--- src/rtl/mcyc_ctrl_pkg.sv ---
// mcyc_ctrl_pkg: shared encodings and per-state control decode for the multicycle RV32I control path
package mcyc_ctrl_pkg;

    typedef enum logic [3:0] {
        S_FETCH    = 4'd0,
        S_DECODE   = 4'd1,
        S_MEMADR   = 4'd2,
        S_MEMREAD  = 4'd3,
        S_MEMWB    = 4'd4,
        S_MEMWRITE = 4'd5,
        S_EXECUTER = 4'd6,
        S_EXECUTEI = 4'd7,
        S_ALUWB    = 4'd8,
        S_BEQ      = 4'd9,
        S_JAL      = 4'd10
    } state_t;

    localparam logic [6:0] OP_LW   = 7'b0000011;
    localparam logic [6:0] OP_SW   = 7'b0100011;
    localparam logic [6:0] OP_R    = 7'b0110011;
    localparam logic [6:0] OP_IALU = 7'b0010011;
    localparam logic [6:0] OP_JAL  = 7'b1101111;
    localparam logic [6:0] OP_BEQ  = 7'b1100011;

    localparam logic [1:0] ALU_ADD   = 2'b00;
    localparam logic [1:0] ALU_SUB   = 2'b01;
    localparam logic [1:0] ALU_FUNCT = 2'b10;

    localparam logic [1:0] RES_ALUOUT    = 2'b00;
    localparam logic [1:0] RES_DATA      = 2'b01;
    localparam logic [1:0] RES_ALURESULT = 2'b10;

    localparam logic [1:0] SRCA_PC    = 2'b00;
    localparam logic [1:0] SRCA_OLDPC = 2'b01;
    localparam logic [1:0] SRCA_RS1   = 2'b10;

    localparam logic [1:0] SRCB_RS2  = 2'b00;
    localparam logic [1:0] SRCB_IMM  = 2'b01;
    localparam logic [1:0] SRCB_FOUR = 2'b10;

    localparam logic [1:0] IMM_I = 2'b00;
    localparam logic [1:0] IMM_S = 2'b01;
    localparam logic [1:0] IMM_B = 2'b10;
    localparam logic [1:0] IMM_J = 2'b11;

    typedef struct packed {
        logic       pc_update;
        logic       branch;
        logic       adr_src;
        logic       mem_write;
        logic       ir_write;
        logic       reg_write;
        logic [1:0] result_src;
        logic [1:0] alu_src_a;
        logic [1:0] alu_src_b;
        logic [1:0] alu_op;
    } ctrl_t;

    // Moore control word for a state; anything not set stays 0
    function automatic ctrl_t ctrl_of(state_t s);
        ctrl_t c;
        c = '0;
        case (s)
            S_FETCH:    begin c.ir_write = 1'b1; c.alu_src_b = SRCB_FOUR; c.result_src = RES_ALURESULT; c.pc_update = 1'b1; end
            S_DECODE:   begin c.alu_src_a = SRCA_OLDPC; c.alu_src_b = SRCB_IMM; end
            S_MEMADR:   begin c.alu_src_a = SRCA_RS1; c.alu_src_b = SRCB_IMM; end
            S_MEMREAD:  begin c.adr_src = 1'b1; c.result_src = RES_ALUOUT; end
            S_MEMWB:    begin c.result_src = RES_DATA; c.reg_write = 1'b1; end
            S_MEMWRITE: begin c.adr_src = 1'b1; c.result_src = RES_ALUOUT; c.mem_write = 1'b1; end
            S_EXECUTER: begin c.alu_src_a = SRCA_RS1; c.alu_src_b = SRCB_RS2; c.alu_op = ALU_FUNCT; end
            S_EXECUTEI: begin c.alu_src_a = SRCA_RS1; c.alu_src_b = SRCB_IMM; c.alu_op = ALU_FUNCT; end
            S_ALUWB:    begin c.result_src = RES_ALUOUT; c.reg_write = 1'b1; end
            S_JAL:      begin c.alu_src_a = SRCA_OLDPC; c.alu_src_b = SRCB_FOUR; c.result_src = RES_ALUOUT; c.pc_update = 1'b1; end
            S_BEQ:      begin c.alu_src_a = SRCA_RS1; c.alu_src_b = SRCB_RS2; c.alu_op = ALU_SUB; c.result_src = RES_ALUOUT; c.branch = 1'b1; end
            default:    ;
        endcase
        return c;
    endfunction

endpackage

--- src/rtl/mcyc_imm_src_dec.sv ---
// mcyc_imm_src_dec: opcode to immediate-format select
module mcyc_imm_src_dec
    import mcyc_ctrl_pkg::*;
(
    input  logic [6:0] op,
    output logic [1:0] imm_src
);

    assign imm_src = (op == OP_SW)  ? IMM_S :
                     (op == OP_BEQ) ? IMM_B :
                     (op == OP_JAL) ? IMM_J : IMM_I;

endmodule

--- src/rtl/multicycle_ctrl_fsm.sv ---
// multicycle_ctrl_fsm: main control FSM sequencing RV32I instructions over 3-5 cycles
// Optional macro MCYC_BNE_EN: BEQ state also resolves BNE (funct3=001).
module multicycle_ctrl_fsm
    import mcyc_ctrl_pkg::*;
#(
    parameter int STATE_W = 4
) (
    input  logic               clk,
    input  logic               rst,
    input  logic [6:0]         op,
    input  logic [2:0]         funct3,
    input  logic               zero,
    output logic               pc_write,
    output logic               adr_src,
    output logic               mem_write,
    output logic               ir_write,
    output logic [1:0]         result_src,
    output logic [1:0]         alu_src_a,
    output logic [1:0]         alu_src_b,
    output logic [1:0]         alu_op,
    output logic [1:0]         imm_src,
    output logic               reg_write,
    output logic [STATE_W-1:0] state_dbg
);

    state_t r_state;
    state_t w_next;
    ctrl_t  r_out;
    logic   w_en;
    logic   w_taken;

    // next-state selection; DECODE dispatches on opcode, stray encodings recover to FETCH
    always_comb begin
        w_next = S_FETCH;
        case (r_state)
            S_FETCH:    w_next = S_DECODE;
            S_DECODE:   w_next = (op == OP_LW || op == OP_SW) ? S_MEMADR :
                                 (op == OP_R)    ? S_EXECUTER :
                                 (op == OP_IALU) ? S_EXECUTEI :
                                 (op == OP_JAL)  ? S_JAL :
                                 (op == OP_BEQ)  ? S_BEQ : S_FETCH;
            S_MEMADR:   w_next = op[5] ? S_MEMWRITE : S_MEMREAD;
            S_MEMREAD:  w_next = S_MEMWB;
            S_EXECUTER,
            S_EXECUTEI,
            S_JAL:      w_next = S_ALUWB;
            default:    w_next = S_FETCH;
        endcase
    end

    // state and control word registered together so outputs come straight from flops
    always_ff @(posedge clk or posedge rst) begin
        if (rst) begin
            r_state <= S_FETCH;
            r_out   <= ctrl_of(S_FETCH);
        end else begin
            r_state <= w_next;
            r_out   <= ctrl_of(w_next);
        end
    end

`ifdef MCYC_BNE_EN
    assign w_taken = (funct3 == 3'b000) ? zero : (funct3 == 3'b001) ? ~zero : 1'b0;
`else
    logic w_unused_funct3;
    assign w_unused_funct3 = ^funct3;
    assign w_taken = zero;
`endif

    // enables are dead during reset and in any encoding past JAL
    assign w_en       = ~rst & (r_state <= S_JAL);
    assign pc_write   = w_en & (r_out.pc_update | (r_out.branch & w_taken));
    assign mem_write  = w_en & r_out.mem_write;
    assign ir_write   = w_en & r_out.ir_write;
    assign reg_write  = w_en & r_out.reg_write;
    assign adr_src    = r_out.adr_src;
    assign result_src = r_out.result_src;
    assign alu_src_a  = r_out.alu_src_a;
    assign alu_src_b  = r_out.alu_src_b;
    assign alu_op     = r_out.alu_op;
    assign state_dbg  = STATE_W'(r_state);

    mcyc_imm_src_dec u_imm_dec (
        .op      (op),
        .imm_src (imm_src)
    );

endmodule

--- config.mk ---
export PLATFORM = sky130hd
export DESIGN_NAME = multicycle_ctrl_fsm
export DESIGN_NICKNAME = d
export VERILOG_FILES = /design/src/rtl/mcyc_ctrl_pkg.sv /design/src/rtl/mcyc_imm_src_dec.sv /design/src/rtl/multicycle_ctrl_fsm.sv
export SDC_FILE = /design/constraint.sdc
export NUM_CORES = 1
export LEC_CHECK = 0
export CORE_MARGIN = 2
export CORE_UTILIZATION = 43
export CTS_CLUSTER_SIZE = 40
export DETAILED_ROUTE_END_ITERATION = 7
export GPL_TIMING_DRIVEN = 0
export PLACE_DENSITY = 0.78
export SYNTH_ARGS = -nofsm -noshare
export SYNTH_HDL_FRONTEND = slang
export SYNTH_SLANG_ARGS = --single-unit
--- constraint.sdc ---
create_clock -name clk -period 2.3 [get_ports clk]
set_clock_uncertainty 0.1 [all_clocks]
set_input_delay 0.69 -clock clk [delete_from_list [all_inputs] [get_ports clk]]
set_output_delay 0.69 -clock clk [all_outputs]
set_load 0.005 [all_outputs]
==> results.md, run 1 <==
* Run status: finished, violations left
* Failing checks: setup timing
* Syn-to-layout area delta at 42.2%
* Mean Syn Cell Area at 11.5 um2
* Switch share at 30.8%
* Vias per inst at 5.00
* Share of cells above drive strength 1 at 50.0%
* Clk slew on worst S/H paths at 90 ps
* Crit Path Max Fanout at 3
* Worst Setup End Kind: output port
* Critical path data required time at 1510 ps
* Fmax at 434 MHz
* Lkg Pwr at 0.588 nW
* Pwr Density at 810 nW/um2
* Logic pwr share at 45.3%
* GP Congestion at 0.776
* RSZ-0062 raised after global routing: true
* Worst setup margin at -6.28 ps
* Remaining DRCs at 0
* CTS Buf Count at 3
* Final #Nets at 130
* Final worst path period share at 100%
* Final antenna-violating net count at 0
* Drt pass-1 iters at 4
* Clock sinks at 17
* YS warnings at 0
* Largest net degree at the start of global routing at 18
* First-pass GRT wire length at 3.24 mm
* # setup viols final at 1
* Arr. time, crit path at 1520 ps
* CP Class: input port to output port
* Tot GR Track Use at 17.7%
* Mapped Area at 887 um2
* DIE HEIGHT at 49.4 um
* Io pins at 32
* Hpwl dp at 1.36 mm
* Critical path startpoint category: input port
* Distinct cells, synth at 37
* Clock Root Buffer: clkbuf_4
* Final WL at 1.89 mm
* P_sw at 314 uW
* Fin area at 1260 um2
* Actual slew at the worst max-slew pin at 614 ps
* Final Slew Violations at 0
* Initial antenna violation count at 0
* FP Rows at 16
* Die Footprint at 2440 um2
* Min-delay worst type: input port to asynchronous set/reset pin
* Clock group share of total power at 15.3%
* Mapped Cells at 77
* DP Worst Slack at -1060 ps
* Max clock buf depth at 2
* Drt wl/cell at 13.2 um
* Post-route minimum period at 2310 ps
* Placed instance area at 1200 um2
* Core Area at 1960 um2
* Int Pwr at 707 uW
* Initial Util at 45.2%
* Peak supply drop at 0.459 mV
* Max-cap violations at 0
* PortBufs at 28
* CTS tree: built
* Die X at 49.4 um
* Iter 0 DRT Violations at 3
* Sequential-to-total area share from yosys stat at 48.4%
* Clock Latency Late Sink at 290 ps
* CTS HTree Levels at 1
* Most frequent cells in the layout: 16 x buf_4, 14 x clkdlybuf4s50_1, 11 x dfrtp_1
* Relative slew slack at 59.0%
* Via count at 715
* Number of global-route vias before repair at 696
* Final Hold Vio Count at 0
* Post-Syn Nets at 90
* Hold buffer count at cts at 0
* #FFs+latches synth at 17
* Total gr overflow at 0
* Antenna cells at 0
* Commonest non-fill, non-tap cell in the layout: buf_4
* Sequential Power Share at 39.4%
* Worst hold slack at 529 ps
[flip-flops by register name, indices dropped and copies added (netlist names)]
signal and cells:
adr_src 1, alu_op 2, alu_src_a 2, alu_src_b 2, r_out 5, result_src 1
state_dbg 4
[final cells by class]
cell class | instances | area, um2
Multi-Input combinational cell | 49 | 410
Inverter | 3 | 11.3
Sequential cell | 17 | 433
Tap cell | 27 | 33.8
Timing Repair Buffer | 35 | 287
Clock buffer | 4 | 26.3
Fill cell | 177 | 701
Buffer | 8 | 60.1
[path summary, 6_finish.rpt]
check	start	endpoint	cells after the start	slack (ps)
setup / recovery	op[4]	imm_src[1]	5	-6
min in group clk	op[5]	r_out[10]	2	580
max in group asynchronous	rst	state_dbg[0]	2	1140
hold reg to reg	state_dbg[1]	r_out[8]	2	600
setup reg to reg	state_dbg[1]	alu_src_b[0]	6	70
hold / removal	rst	alu_src_a[0]	2	530
[metal layers]
layer | global-route usage, % | up-vias | part of all wire (%)
met5 | 0 | - | 0
met4 | 5.56 | 0 | 0.58
met3 | 4.29 | 2 | 4.9
met2 | 30.0 | 19 | 51
met1 | 22.3 | 351 | 44
li1 | - | 343 | -
[Yosys cell counts]
| library cell | n | area, um2 |
|---|---|---|
| xor2_1 | 1 | 8.76 |
| or4b_4 | 1 | 13.8 |
| or3b_2 | 1 | 8.76 |
| and2_2 | 1 | 7.51 |
| mux2i_1 | 1 | 10.0 |
| or2b_2 | 1 | 8.76 |
| and3_1 | 1 | 6.26 |
| o21ai_0 | 1 | 5.00 |
| o32ai_2 | 1 | 16.3 |
| nor2b_1 | 1 | 6.26 |
| or3_1 | 1 | 6.26 |
| and3_2 | 2 | 15.0 |
| nand4b_1 | 1 | 8.76 |
| or4bb_4 | 1 | 15.0 |
| nand3_1 | 1 | 5.00 |
| inv_1 | 3 | 11.3 |
| o31ai_4 | 1 | 21.3 |
| nor4_1 | 1 | 6.26 |
| a211o_1 | 2 | 17.5 |
| a21oi_1 | 5 | 25.0 |
| or3_2 | 2 | 15.0 |
| dfrtp_1 | 14 | 350 |
| dfstp_2 | 3 | 78.8 |
| a21o_2 | 1 | 8.76 |
| nor2_1 | 5 | 18.8 |
| nand2_1 | 2 | 7.51 |
| o21bai_4 | 1 | 18.8 |
| nor3_1 | 1 | 5.00 |
| and2_1 | 5 | 31.3 |
| o22ai_2 | 1 | 12.5 |
| o22a_2 | 1 | 10.0 |
| o21a_1 | 1 | 7.51 |
| nand3b_1 | 1 | 7.51 |
| or2_2 | 1 | 6.26 |
| nor3_4 | 1 | 16.3 |
| nor3_2 | 1 | 10.0 |
| buf_4 | 8 | 60.1 |
[power by group through the flow]
stage	Combinational [mW]	Sequential, mW	Clock, mW
final	0.462	0.403	0.157
after global routing	0.506	0.411	0.173
after CTS	0.453	0.402	0.164
after detailed placement	0.415	0.419	0
after global placement	0.405	0.419	0
after floorplan	0.240	0.412	0
[cells by family after synthesis]
| group | Yosys count | share of synthesized area, % |
|---|---|---|
| muxes | 1 | 1.13 |
| xor gates and xnor gates | 1 | 0.987 |
| DFF | 17 | 48.4 |
| AOI/OAI and AO/OA | 15 | 16.1 |
| and+or+nand+nor | 32 | 25.4 |
| buffers and inverters | 11 | 8.04 |
[through the flow]
stage	setup TNS, ps	util (%)	power [mW]	cells
after floorplan	0	-	0.652	77
after global placement	-7480	61.2	0.823	132
after detailed placement	-7620	61.2	0.834	132
after CTS	-41.0	63.7	1.02	143
after global routing	-27.9	64.3	1.09	143
final	-6.28	64.3	1.02	143
[critical path, stage by stage]
cell and delay, ps:
buf_6 90, nand4b_1 190, or3b_4 400, inv_2 60, buf_6 80
[repair_timing]
action	4_1_cts	5_1_grt
endpoints found under the setup margin	12	7
resized for setup	53	7
pin swaps	5	7
buffers inserted	8	0
(Power assumes the default switching activity.)
==> inputs of run 2 (changes only) <==
- CORE_MARGIN: 2 -> 3
==> run 2 against run 1 <==
Against the previous run: the run still ends with setup timing left; critical path type unchanged; worst setup slack got worse by 31 ps; largest cell class unchanged; global-route usage decreased by 1.6 points; final cell count decreased by 2.8%; maximum frequency decreased by 1.3%; flip-flop and latch count unchanged; non-clock buffer count decreased by 2; largest power group unchanged; critical path depth unchanged; register-to-register slack about the same; clock-buffer cell count unchanged.
==> results.md, run 2 (synthesis results as in run 1) <==
* Clock Root Buffer: clkbuf_4 (unchanged)
* CTS Buf Count at 3 (unchanged)
* CP Class: input port to output port (unchanged)
* CTS tree: built (unchanged)
* # setup viols final at 1 (unchanged)
* Hold Startpoint: state_dbg[0]
* Via count at 717 (was 715)
* Die X at 51.4 um (was 49.4 um)
* Placed instance area at 1200 um2 (about the same)
* Total power at 1.00 mW (was 1.02 mW)
* Run status: finished, violations left (unchanged)
* Critical path origin: op[4] (unchanged)
* Clock sinks at 17 (unchanged)
* Critical path data required time at 1510 ps (about the same)
* Final worst path period share at 102% (was 100%)
* Crit Path Max Fanout at 3 (unchanged)
* WP buf/inv at 3 (unchanged)
* Failing checks: setup timing (unchanged)
* Post-route minimum period at 2340 ps (was 2310 ps)
* Io pins at 32 (unchanged)
* Syn-to-layout area delta at 40.9% (was 42.2%)
* Hold-critical path depth at 2
* Max layer used: met4 (unchanged)
* Area of the multi-input gates at 410 um2 (unchanged)
* Cell family with most CP delay: simple AND/OR/NAND/NOR gates (unchanged)
* Remaining DRCs at 0 (unchanged)
* Max clock buf depth at 2 (unchanged)
* Final Slew Violations at 0 (unchanged)
* Drt wl/cell at 13.7 um (was 13.2 um)
* Initial Util at 48.2% (was 45.2%)
* Die Footprint at 2640 um2 (was 2440 um2)
* Fmax at 428 MHz (was 434 MHz)
* Worst Setup End Kind: output port (unchanged)
* Reg2Reg Depth at 5 (was 6)
* First-pass GRT wire length at 3.15 mm (was 3.24 mm)
* CP most frequent cell: buf_6 (unchanged)
* Min-delay worst type: flop to flop (was input port to asynchronous set/reset pin)
* DP Worst Slack at -1070 ps (was -1060 ps)
* Drt pass-1 iters at 4 (unchanged)
* FP Rows at 15 (was 16)
* Peak supply drop at 0.410 mV (was 0.459 mV)
* Fin util at 68.0% (was 64.3%)
* Final WL at 1.90 mm (was 1.89 mm)
* Critical path startpoint category: input port (unchanged)
* Initial antenna violation count at 0 (unchanged)
* GP Congestion at 0.723 (was 0.776)
* Core Area at 1840 um2 (was 1960 um2)
* Number of global-route vias before repair at 729 (was 696)
* FILL cells at 162 (was 177)
* Antenna cells at 0 (unchanged)
* Largest net degree at the start of global routing at 18 (unchanged)
* CP Depth at 5 (unchanged)
* Clk slew on worst S/H paths at 90 ps (about the same)
* Lkg Pwr at 0.580 nW (was 0.588 nW)
* Pwr Density at 804 nW/um2 (was 810 nW/um2)
* Actual slew at the worst max-slew pin at 620 ps (was 614 ps)
* Total gr overflow at 0 (unchanged)
* Storage cell area at 433 um2 (unchanged)
* PortBufs at 28 (unchanged)
* Crit Reg-Reg Startpoint: state_dbg[1] (unchanged)
* DIE HEIGHT at 51.4 um (was 49.4 um)
* Most flops, register: r_out (unchanged)
* Arr. time, crit path at 1550 ps (was 1520 ps)
* Critical path, cell by cell: buf_6 -> nand4b_1 -> or3b_4 -> inv_2 -> buf_6 (unchanged)
* Iter 0 DRT Violations at 6 (was 3)
* Max reg flops at 5 (unchanged)
* Hpwl dp at 1.35 mm (was 1.36 mm)
* Vias per inst at 5.16 (was 5.00)
* M1 WL at 759 um (was 827 um)
* RSZ-0062 raised after global routing: true (unchanged)
* Worst hold slack at 519 ps (was 529 ps)
* Share of cells above drive strength 1 at 50.0% (unchanged)
* Most frequent cells in the layout: 14 x buf_4, 14 x clkdlybuf4s50_1, 11 x dfrtp_1 (was 16 x buf_4, 14 x clkdlybuf4s50_1, 11 x dfrtp_1)
* Crit-path slowest cell: or3b_4 (unchanged)
* Fin area at 1250 um2 (was 1260 um2)
* Max-cap violations at 0 (unchanged)
* Final Hold Vio Count at 0 (unchanged)
* Final antenna-violating net count at 0 (unchanged)
* Clock Latency Late Sink at 280 ps (was 290 ps)
* CP max stage delay at 410 ps (was 400 ps)
* Final #Nets at 128 (was 130)
* Relative slew slack at 58.6% (was 59.0%)
* CTS HTree Levels at 1 (unchanged)
* Worst setup margin at -36.9 ps (was -6.28 ps)
* Met3 routed WL at 91 um (was 93 um)
* Metal2 WL at 1.01 mm (was 961 um)
* Tot GR Track Use at 16.1% (was 17.7%)
## run 2: path summary, 6_finish.rpt
path / end / slack [ps]
worst max-delay path: imm_src[1] / -40
max in group asynchronous: state_dbg[0] / 1100
worst min-delay path: adr_src / 520
worst min register to register: adr_src / 520
min in group asynchronous: result_src[0] / 560
worst max register to register: alu_src_b[0] / 80
## run 2: final cells by class
type | count | area share [%]
clock buffers | 4 | 2.10
repair buffers | 33 | 22.2
inverters | 3 | 0.901
multi-input cells | 49 | 32.8
well taps | 25 | 2.50
plain buffers | 8 | 4.80
flip-flops and latches | 17 | 34.6
## run 2: metal layers
metal,track usage (%),up-vias
met3,2.04,4
met4,10.0,0
met2,29.0,26
met5,0,-
li1,-,341
met1,17.4,346
## run 2: tightest hold or removal path, stage by stage (launching register included)
cell	delay, ps
dfrtp_2	380
buf_4	140
nor2_1	60
## run 2: per-stage QoR
step,TNS (ps),cells
after floorplan,0,77
after global placement,-7310,130
after detailed placement,-7740,130
after CTS,-21.1,140
after global routing,-92.5,139
final,-36.9,139
## run 2: what timing repair did
action	in CTS	in global routing
endpoints found under the hold margin	0	0
hold buffers	0	0
buffers inserted	7	0
resized for setup	56	6
endpoints found under the setup margin	12	5
pin swaps	4	2
## run 2: report_power, final
group / total (mW) / internal, mW / leakage, nW / switching (mW)
Clock: 0.156 / 0.0673 / 0.0150 / 0.0884
Sequential: 0.406 / 0.380 / 0.216 / 0.0264
Combinational: 0.443 / 0.255 / 0.349 / 0.187
Total: 1.00 / 0.702 / 0.580 / 0.302
